### config.mk
export PLATFORM = sky130hd
export DESIGN_NAME = multi_btn_debouncer
export DESIGN_NICKNAME = d
export VERILOG_FILES = /design/src/rtl/btn_debounce_pkg.sv /design/src/rtl/btn_debounce_channel.sv /design/src/rtl/multi_btn_debouncer.sv
export SDC_FILE = /design/constraint.sdc
export NUM_CORES = 1
export LEC_CHECK = 0
export BUFFER_PORTS_ARGS = -buffer_cell sky130_fd_sc_hd__buf_2
export CORE_MARGIN = 2
export CORE_UTILIZATION = 58
export DETAILED_ROUTE_END_ITERATION = 7
export PLACE_DENSITY = 0.81
export SYNTH_ARGS = -nofsm -noshare
export SYNTH_HDL_FRONTEND = slang
export SYNTH_SLANG_ARGS = --single-unit
export TNS_END_PERCENT = 20
### constraint.sdc
create_clock -name clock1 -period 2.26 [get_ports clock1]
set_clock_uncertainty 0.1 [all_clocks]
set_input_delay 0.113 -clock clock1 [delete_from_list [all_inputs] [get_ports clock1]]
set_output_delay 0.113 -clock clock1 [all_outputs]
set_load 0.01 [all_outputs]
### src/rtl/btn_debounce_pkg.sv
// Shared types and elaboration-time helpers for the multi-button debouncer.
// Holds the clog2/divider helpers used to size counters in the top and channel modules.
package btn_debounce_pkg;

   typedef enum logic [1:0] {
      EV_NONE    = 2'd0,
      EV_PRESS   = 2'd1,
      EV_RELEASE = 2'd2
   } btn_event_e;

   localparam int MIN_WIDTH = 1;

   // Ceiling log2, never narrower than one bit so single-state counters stay legal.
   function automatic int clog2(input int value);
      int w;
      w = 0;
      for (int i = 0; i < 31; i++) begin
         if ((1 << i) < value) w = i + 1;
      end
      return (w < MIN_WIDTH) ? MIN_WIDTH : w;
   endfunction

   function automatic int DIV_OF(input int clkHz, input int sampleHz);
      return clkHz / sampleHz;
   endfunction

   function automatic int max2(input int a, input int b);
      return (a > b) ? a : b;
   endfunction

endpackage

### src/rtl/btn_debounce_channel.sv
// One debounce channel: 2-flop synchroniser, stable-sample counter, level and edge pulses.
// Optional auto-repeat on held buttons when BTN_AUTOREPEAT_EN is defined.
module btn_debounce_channel
   import btn_debounce_pkg::*;
#(
   parameter int STABLE_SAMPLES = 8,
   parameter int REPEAT_START   = 500,
   parameter int REPEAT_PERIOD  = 100
) (
   input  logic clock1,
   input  logic reset1,
   input  logic i_tick,
   input  logic i_button,
   output logic o_level,
   output logic o_pressed,
   output logic o_released
);

   localparam int CNT_W = clog2(STABLE_SAMPLES + 1);
   localparam logic [CNT_W-1:0] CNT_LAST = CNT_W'(STABLE_SAMPLES - 1);

   logic             r_sync1;
   logic             r_sync2;
   logic [CNT_W-1:0] r_cnt;
   logic             r_level;
   logic             r_pressed;
   logic             r_released;
   btn_event_e       w_event;

   // A level change is accepted on the tick that completes the run of agreeing samples.
   always_comb begin
      w_event = EV_NONE;
      if (i_tick && (r_sync2 != r_level) && (r_cnt == CNT_LAST)) begin
         w_event = r_sync2 ? EV_PRESS : EV_RELEASE;
      end
   end

   always_ff @(posedge clock1) begin
      if (reset1) begin
         r_sync1    <= 1'b0;
         r_sync2    <= 1'b0;
         r_cnt      <= '0;
         r_level    <= 1'b0;
         r_pressed  <= 1'b0;
         r_released <= 1'b0;
      end else begin
         r_sync1    <= i_button;
         r_sync2    <= r_sync1;
         r_pressed  <= 1'b0;
         r_released <= 1'b0;
         if (i_tick) begin
            if (r_sync2 == r_level) begin
               r_cnt <= '0;
            end else if (r_cnt == CNT_LAST) begin
               r_level <= r_sync2;
               r_cnt   <= '0;
            end else begin
               r_cnt <= r_cnt + 1'b1;
            end
         end
         case (w_event)
            EV_PRESS:   r_pressed  <= 1'b1;
            EV_RELEASE: r_released <= 1'b1;
            default:    ;
         endcase
      end
   end

   assign o_level    = r_level;
   assign o_released = r_released;

`ifdef BTN_AUTOREPEAT_EN
   localparam int REP_W = clog2(max2(REPEAT_START, REPEAT_PERIOD));

   logic [REP_W-1:0] r_rep;
   logic             r_repFirst;
   logic             r_repPulse;
   logic [REP_W-1:0] w_repLast;

   assign w_repLast = r_repFirst ? REP_W'(REPEAT_START - 1) : REP_W'(REPEAT_PERIOD - 1);

   // A release accepted on the same tick wins, so pressed and released never coincide.
   always_ff @(posedge clock1) begin
      if (reset1) begin
         r_rep      <= '0;
         r_repFirst <= 1'b1;
         r_repPulse <= 1'b0;
      end else begin
         r_repPulse <= 1'b0;
         if (!r_level || (w_event == EV_RELEASE)) begin
            r_rep      <= '0;
            r_repFirst <= 1'b1;
         end else if (i_tick) begin
            if (r_rep == w_repLast) begin
               r_rep      <= '0;
               r_repFirst <= 1'b0;
               r_repPulse <= 1'b1;
            end else begin
               r_rep <= r_rep + 1'b1;
            end
         end
      end
   end

   assign o_pressed = r_pressed | r_repPulse;
`else
   localparam int unusedRepeatCfg = REPEAT_START + REPEAT_PERIOD;

   assign o_pressed = r_pressed;
`endif

endmodule

### src/rtl/multi_btn_debouncer.sv
// N-channel push-button debouncer: shared sample-tick generator plus one channel per button.
// Define BTN_AUTOREPEAT_EN to add auto-repeat press pulses while a button is held.
module multi_btn_debouncer
   import btn_debounce_pkg::*;
#(
   parameter int NUM_BTNS       = 4,
   parameter int CLK_HZ         = 100000000,
   parameter int SAMPLE_HZ      = 1000,
   parameter int STABLE_SAMPLES = 8,
   parameter int REPEAT_START   = 500,
   parameter int REPEAT_PERIOD  = 100
) (
   input  logic                clock1,
   input  logic                reset1,
   input  logic [NUM_BTNS-1:0] buttons,
   output logic [NUM_BTNS-1:0] btn_level,
   output logic [NUM_BTNS-1:0] btn_pressed,
   output logic [NUM_BTNS-1:0] btn_released,
   output logic                sample_tick
);

   localparam int DIV    = DIV_OF(CLK_HZ, SAMPLE_HZ);
   localparam int TICK_W = clog2(DIV);

   logic [TICK_W-1:0] r_tickCnt;
   logic              r_tick;

   // The strobe is registered one count early so it is high exactly while the counter sits at DIV-1.
   always_ff @(posedge clock1) begin
      if (reset1) begin
         r_tickCnt <= '0;
         r_tick    <= 1'b0;
      end else begin
         r_tick <= (r_tickCnt == TICK_W'(DIV - 2));
         if (r_tickCnt == TICK_W'(DIV - 1)) begin
            r_tickCnt <= '0;
         end else begin
            r_tickCnt <= r_tickCnt + 1'b1;
         end
      end
   end

   assign sample_tick = r_tick;

   for (genvar g = 0; g < NUM_BTNS; g++) begin : g_chan
      btn_debounce_channel #(
         .STABLE_SAMPLES (STABLE_SAMPLES),
         .REPEAT_START   (REPEAT_START),
         .REPEAT_PERIOD  (REPEAT_PERIOD)
      ) u_chan (
         .clock1     (clock1),
         .reset1     (reset1),
         .i_tick     (r_tick),
         .i_button   (buttons[g]),
         .o_level    (btn_level[g]),
         .o_pressed  (btn_pressed[g]),
         .o_released (btn_released[g])
      );
   end

endmodule

Word-level counts from Yosys, hierarchy flattened
Index checks and enable logic that the tools add are counted.

Bits of input ports: 6. Register bits: 54. Word-level logic and storage cells: 94.

$add $sub $neg: 5. Muxes and demuxes: 24. Equality and inequality tests: 22. Reduce and logical (&&, ||, !) cells: 13. Bitwise operators: 4.

Operator list (number): $eq 17x17->1 const B (2); $mux 4 (8); $add 17x1->17 const B (1); $add 4x1->4 const B (4); $eq 4x3->1 const B (4); $mux 2 (8); $reduce_and 3->1 (4); $eq 2x1->1 const B (4); $eq 2x2->1 const B (4); $logic_and 1x1->1 (8); $mux 1 (8); $eq 1x1->1 (4); $ne 1x1->1 (4); $not 1->1 (4); $reduce_or 2->1 (1).

Depth between registers and ports, before layout
Word-level depth: 6. Depth in mapped cells: 5. Gate-level depth less buffers: 5.

By module
From an unflattened synthesis, not the netlist that was laid out.

Cell total of the unflattened synthesis: 235. Area total of the unflattened synthesis: 2237.1 sq um.

By module, submodules not included: btn_debounce_channel (instances 4, area an instance 351.6 sq um, cells each 36); multi_btn_debouncer (instances 1, area an instance 830.8 sq um, cells each 91).

Least setup slack after synthesis
OpenSTA, ideal clock, no wires.

Path kind: register to register. Start: register r_tickCnt[8]. End: register r_tickCnt[11]. Buffers on the path: 1. Arrival time: 1.753 ns. Slack: 0.293 ns. Setup time: 0.115 ns. Period minus slack after synthesis: 1.967 ns. Cell stages (with the launch flop): 6. Cell sequence: dfxtp_1 -> or4_1 -> or4_4 -> o21bai_4 -> buf_6 -> nor2_1.

Word-level cells in the longest chain between the ends: 2. Elaborated cells between the ends (all ways): 3. Classes of those cells: add/sub: 1; eq/ne: 1; reduce/logical: 1.

Ends and longest elaborated chain: start: declaration (line multi_btn_debouncer.sv:25) `logic [TICK_W-1:0] r_tickCnt;`; start signal: assignment (line multi_btn_debouncer.sv:38) `r_tickCnt <= r_tickCnt + 1'b1;`; parallel branches: the longest is 2 deep, another holds $add 17x1->17.

Several ways; the timed one is not identified. A chain may end at the register's enable or synchronous reset.

Worst setup path in the final report
Start: register r_tickCnt[8]. End: register r_tickCnt[6].

Word-level cells in the longest chain between the ends: 2.

Ends and longest elaborated chain: $eq 17x17->1 (line multi_btn_debouncer.sv:35) `if (r_tickCnt == TICK_W'(DIV - 1)) begin`; $reduce_or 2->1 (no source line).

Every way passes these cells.

==> results.json <==
{
  "clock_sinks": 54,
  "drc": 0,
  "drv_slew": 0,
  "grt_pass1_wl_mm": 6.96,
  "yosysSeqAreaShare_pct": 45.9,
  "die_h_um": 67.8,
  "power_frac_seq_pct": 61.4,
  "core_area_sq_mm": 0.00394,
  "start_util_pct": 59.8,
  "worstPathRequired_ps": 2340,
  "p_int_mw": 1.24,
  "synth_nets": 268,
  "dp_hpwl_mm": 2.75,
  "fin_hold_ws_ps": 198,
  "diodes": 0,
  "num_rows": 23,
  "ys_ff_latch": 54,
  "grt_remaining_overflow": 0,
  "cts_htree_levels": 2,
  "syn_to_final_growth_pct": 7.27,
  "max_freq_mhz": 470,
  "dpl-instance-area_sq_mm": 0.00239,
  "crit_fanout": 16,
  "wire_per_inst_um": 13.2,
  "post_cts_buffers": 0,
  "firstDrtPassIters": 4,
  "period_share_pct": 94.2,
  "dieArea_sq_mm": 0.00459,
  "via_per_inst": 5.62,
  "leakagePower_nw": 0.940,
  "startpoint_type": "register",
  "crit_path_end_kind": "register",
  "clkLatencyLatePin_ps": 300,
  "gp_congestion": 0.874,
  "p_per_area_mw_per_mm2": 626,
  "worstPathArrival_ps": 2200,
  "switching_share_pct": 22.0,
  "drive_above_1_share_pct": 10.9,
  "vias": 1782,
  "setup_tns_ps": 0,
  "criticalPathCategory": "reg -> reg",
  "first_global_vias": 1596,
  "cts_resized": 0,
  "die_width_um": 67.8,
  "grt_start_max_net_pins": 38,
  "placement.io_buffers": 18,
  "final_cell_area_sq_mm": 0.00253,
  "wirelength_mm": 4.17,
  "timing.final.crit_period_ps": 2130,
  "cts_max_path_buffers": 2,
  "power_frac_comb_pct": 3.0,
  "num_io_pins": 19,
  "vdd_drop_max_mv": 0.415,
  "setup_viol": 0,
  "rsz0062_at_grt": "no",
  "yosys_warnings": 0,
  "cts_buffers": 5,
  "finalHoldViolCount": 0,
  "fin_nets": 278,
  "status": "finished clean",
  "switching_power_mw": 0.348,
  "hold_buffers": 4,
  "cts_tree": "yes",
  "final_util_pct": 64.1,
  "hp-class": "in -> reg",
  "root_buffer": "clkbuf_8",
  "netlist_area_sq_mm": 0.00236,
  "drv_cap": 0,
  "power_frac_clock_pct": 35.6,
  "maxSlewHeadroom_pct": 59.9,
  "synth_cell_types": 32,
  "antenna_found_initial": 0,
  "clk_pin_slew_ps": 90,
  "drt_iter0_markers": 85,
  "ant_nets": 0,
  "worst_pin_slew_ps": 602,
  "netlist_instances": 256,
  "syn_avg_cell_area_sq_um": 9.21,
  "track_usage_pct": 20.0
}
-- registers in the layout, summed over array words and instances (netlist names) --
signal                    cells
r_tickCnt                    17
g_chan.u_chan.r_cnt          16
g_chan.u_chan.o_level         4
g_chan.u_chan.o_pressed       4
g_chan.u_chan.o_released      4
g_chan.u_chan.r_sync1         4
g_chan.u_chan.r_sync2         4
sample_tick                   1
-- power groups by stage --
| stage | sequential, mW | clock (mW) | combinational [mW] |
|---|---|---|---|
| finish | 0.973 | 0.564 | 0.0473 |
| global route | 0.975 | 0.619 | 0.0529 |
| CTS | 0.973 | 0.582 | 0.0473 |
| detailed placement | 0.995 | 0 | 0.0417 |
| global placement | 0.994 | 0 | 0.0408 |
| floorplan | 0.992 | 0 | 0.0327 |
-- worst paths after layout --
kind / from / endpoint / slack [ps] / cells after the start
setup / recovery: r_tickCnt[8] / r_tickCnt[6] / 130 / 4
hold / removal: reset1 / g_chan[3].u_chan.r_cnt[3] / 200 / 2
setup reg to reg: r_tickCnt[8] / r_tickCnt[6] / 130 / 4
hold reg to reg: g_chan[3].u_chan.r_sync1 / g_chan[3].u_chan.r_sync2 / 350 / 1
-- cell usage in the layout (no fill, tap or decap), types with 12 or more instances in the layout --
| cell type | n |
|---|---|
| nand2_1 | 20 |
| nand3_1 | 14 |
| nor2_1 | 25 |
| nor3b_1 | 12 |
| xnor2_1 | 12 |
| dfxtp_1 | 54 |
| buf_2 | 18 |
| a21oi_1 | 14 |
-- critical path, stage by stage (launching register included) --
cell	delay, ps
dfxtp_1	370
or4_1	540
or4_4	550
o21bai_4	350
nor2_1	90
-- through the flow --
step / setup WS, ps / total power [mW] / cells
5_1_grt: 45.2 / 1.65 / 317
6_report: 131 / 1.58 / 317
4_1_cts: 136 / 1.60 / 317
3_3_place_gp: 206 / 1.04 / 305
3_5_place_dp: 144 / 1.04 / 305
2_1_floorplan: 293 / 1.02 / 256
-- logic make-up (layout without fill, tap and decap cells) --
family	count (synthesis)	in the layout	synth area share [%]
muxes	4	4	1.70
buffers and inverters	22	33	5.73
DFF	54	54	45.9
and+or+nand+nor	120	120	28.2
adders and majority gates	6	6	3.18
AOI/OAI and AO/OA	29	29	7.48
xor gates and xnor gates	21	21	7.80
-- layout make-up --
class                   count  area (sq um)
fillers                   316          1410
multi-input cells         180          1140
flip-flops and latches     54          1080
repair buffers             23           138
clock buffers               6          82.6
well taps                  50          62.6
clock inverters             2          16.3
inverters                   2          7.51
-- cell usage after synthesis, drive strengths merged --
cell type,instances,share of area [%]
a21oi,14,3.0
a32oi,4,1.5
and3,7,1.9
and3b,4,1.5
and4,1,0.37
buf,13,4.3
clkbuf,7,1.1
dfxtp,54,46
ha,6,3.2
inv,2,0.32
mux2i,4,1.7
nand2,20,3.2
nand2b,4,1.1
nand3,14,3.0
nand3b,1,0.32
nand4,5,1.3
nand4b,4,1.5
nand4bb,1,0.48
nor2,25,4.0
nor2b,9,2.4
nor3,5,1.1
nor3b,12,3.8
nor4,4,1.1
o21ai,9,1.9
o21bai,1,0.80
o31ai,1,0.32
or3,1,0.27
or4,3,1.1
xnor2,12,4.5
xor2,9,3.3
-- layer usage --
metal	GRT usage [%]	wire [um]	vias up
met5	0	0	-
met4	8.16	73	0
met3	4.67	142	11
met2	34.8	2030	41
met1	23.4	1920	827
li1	-	-	903
Power figures use the tool's default switching activity.
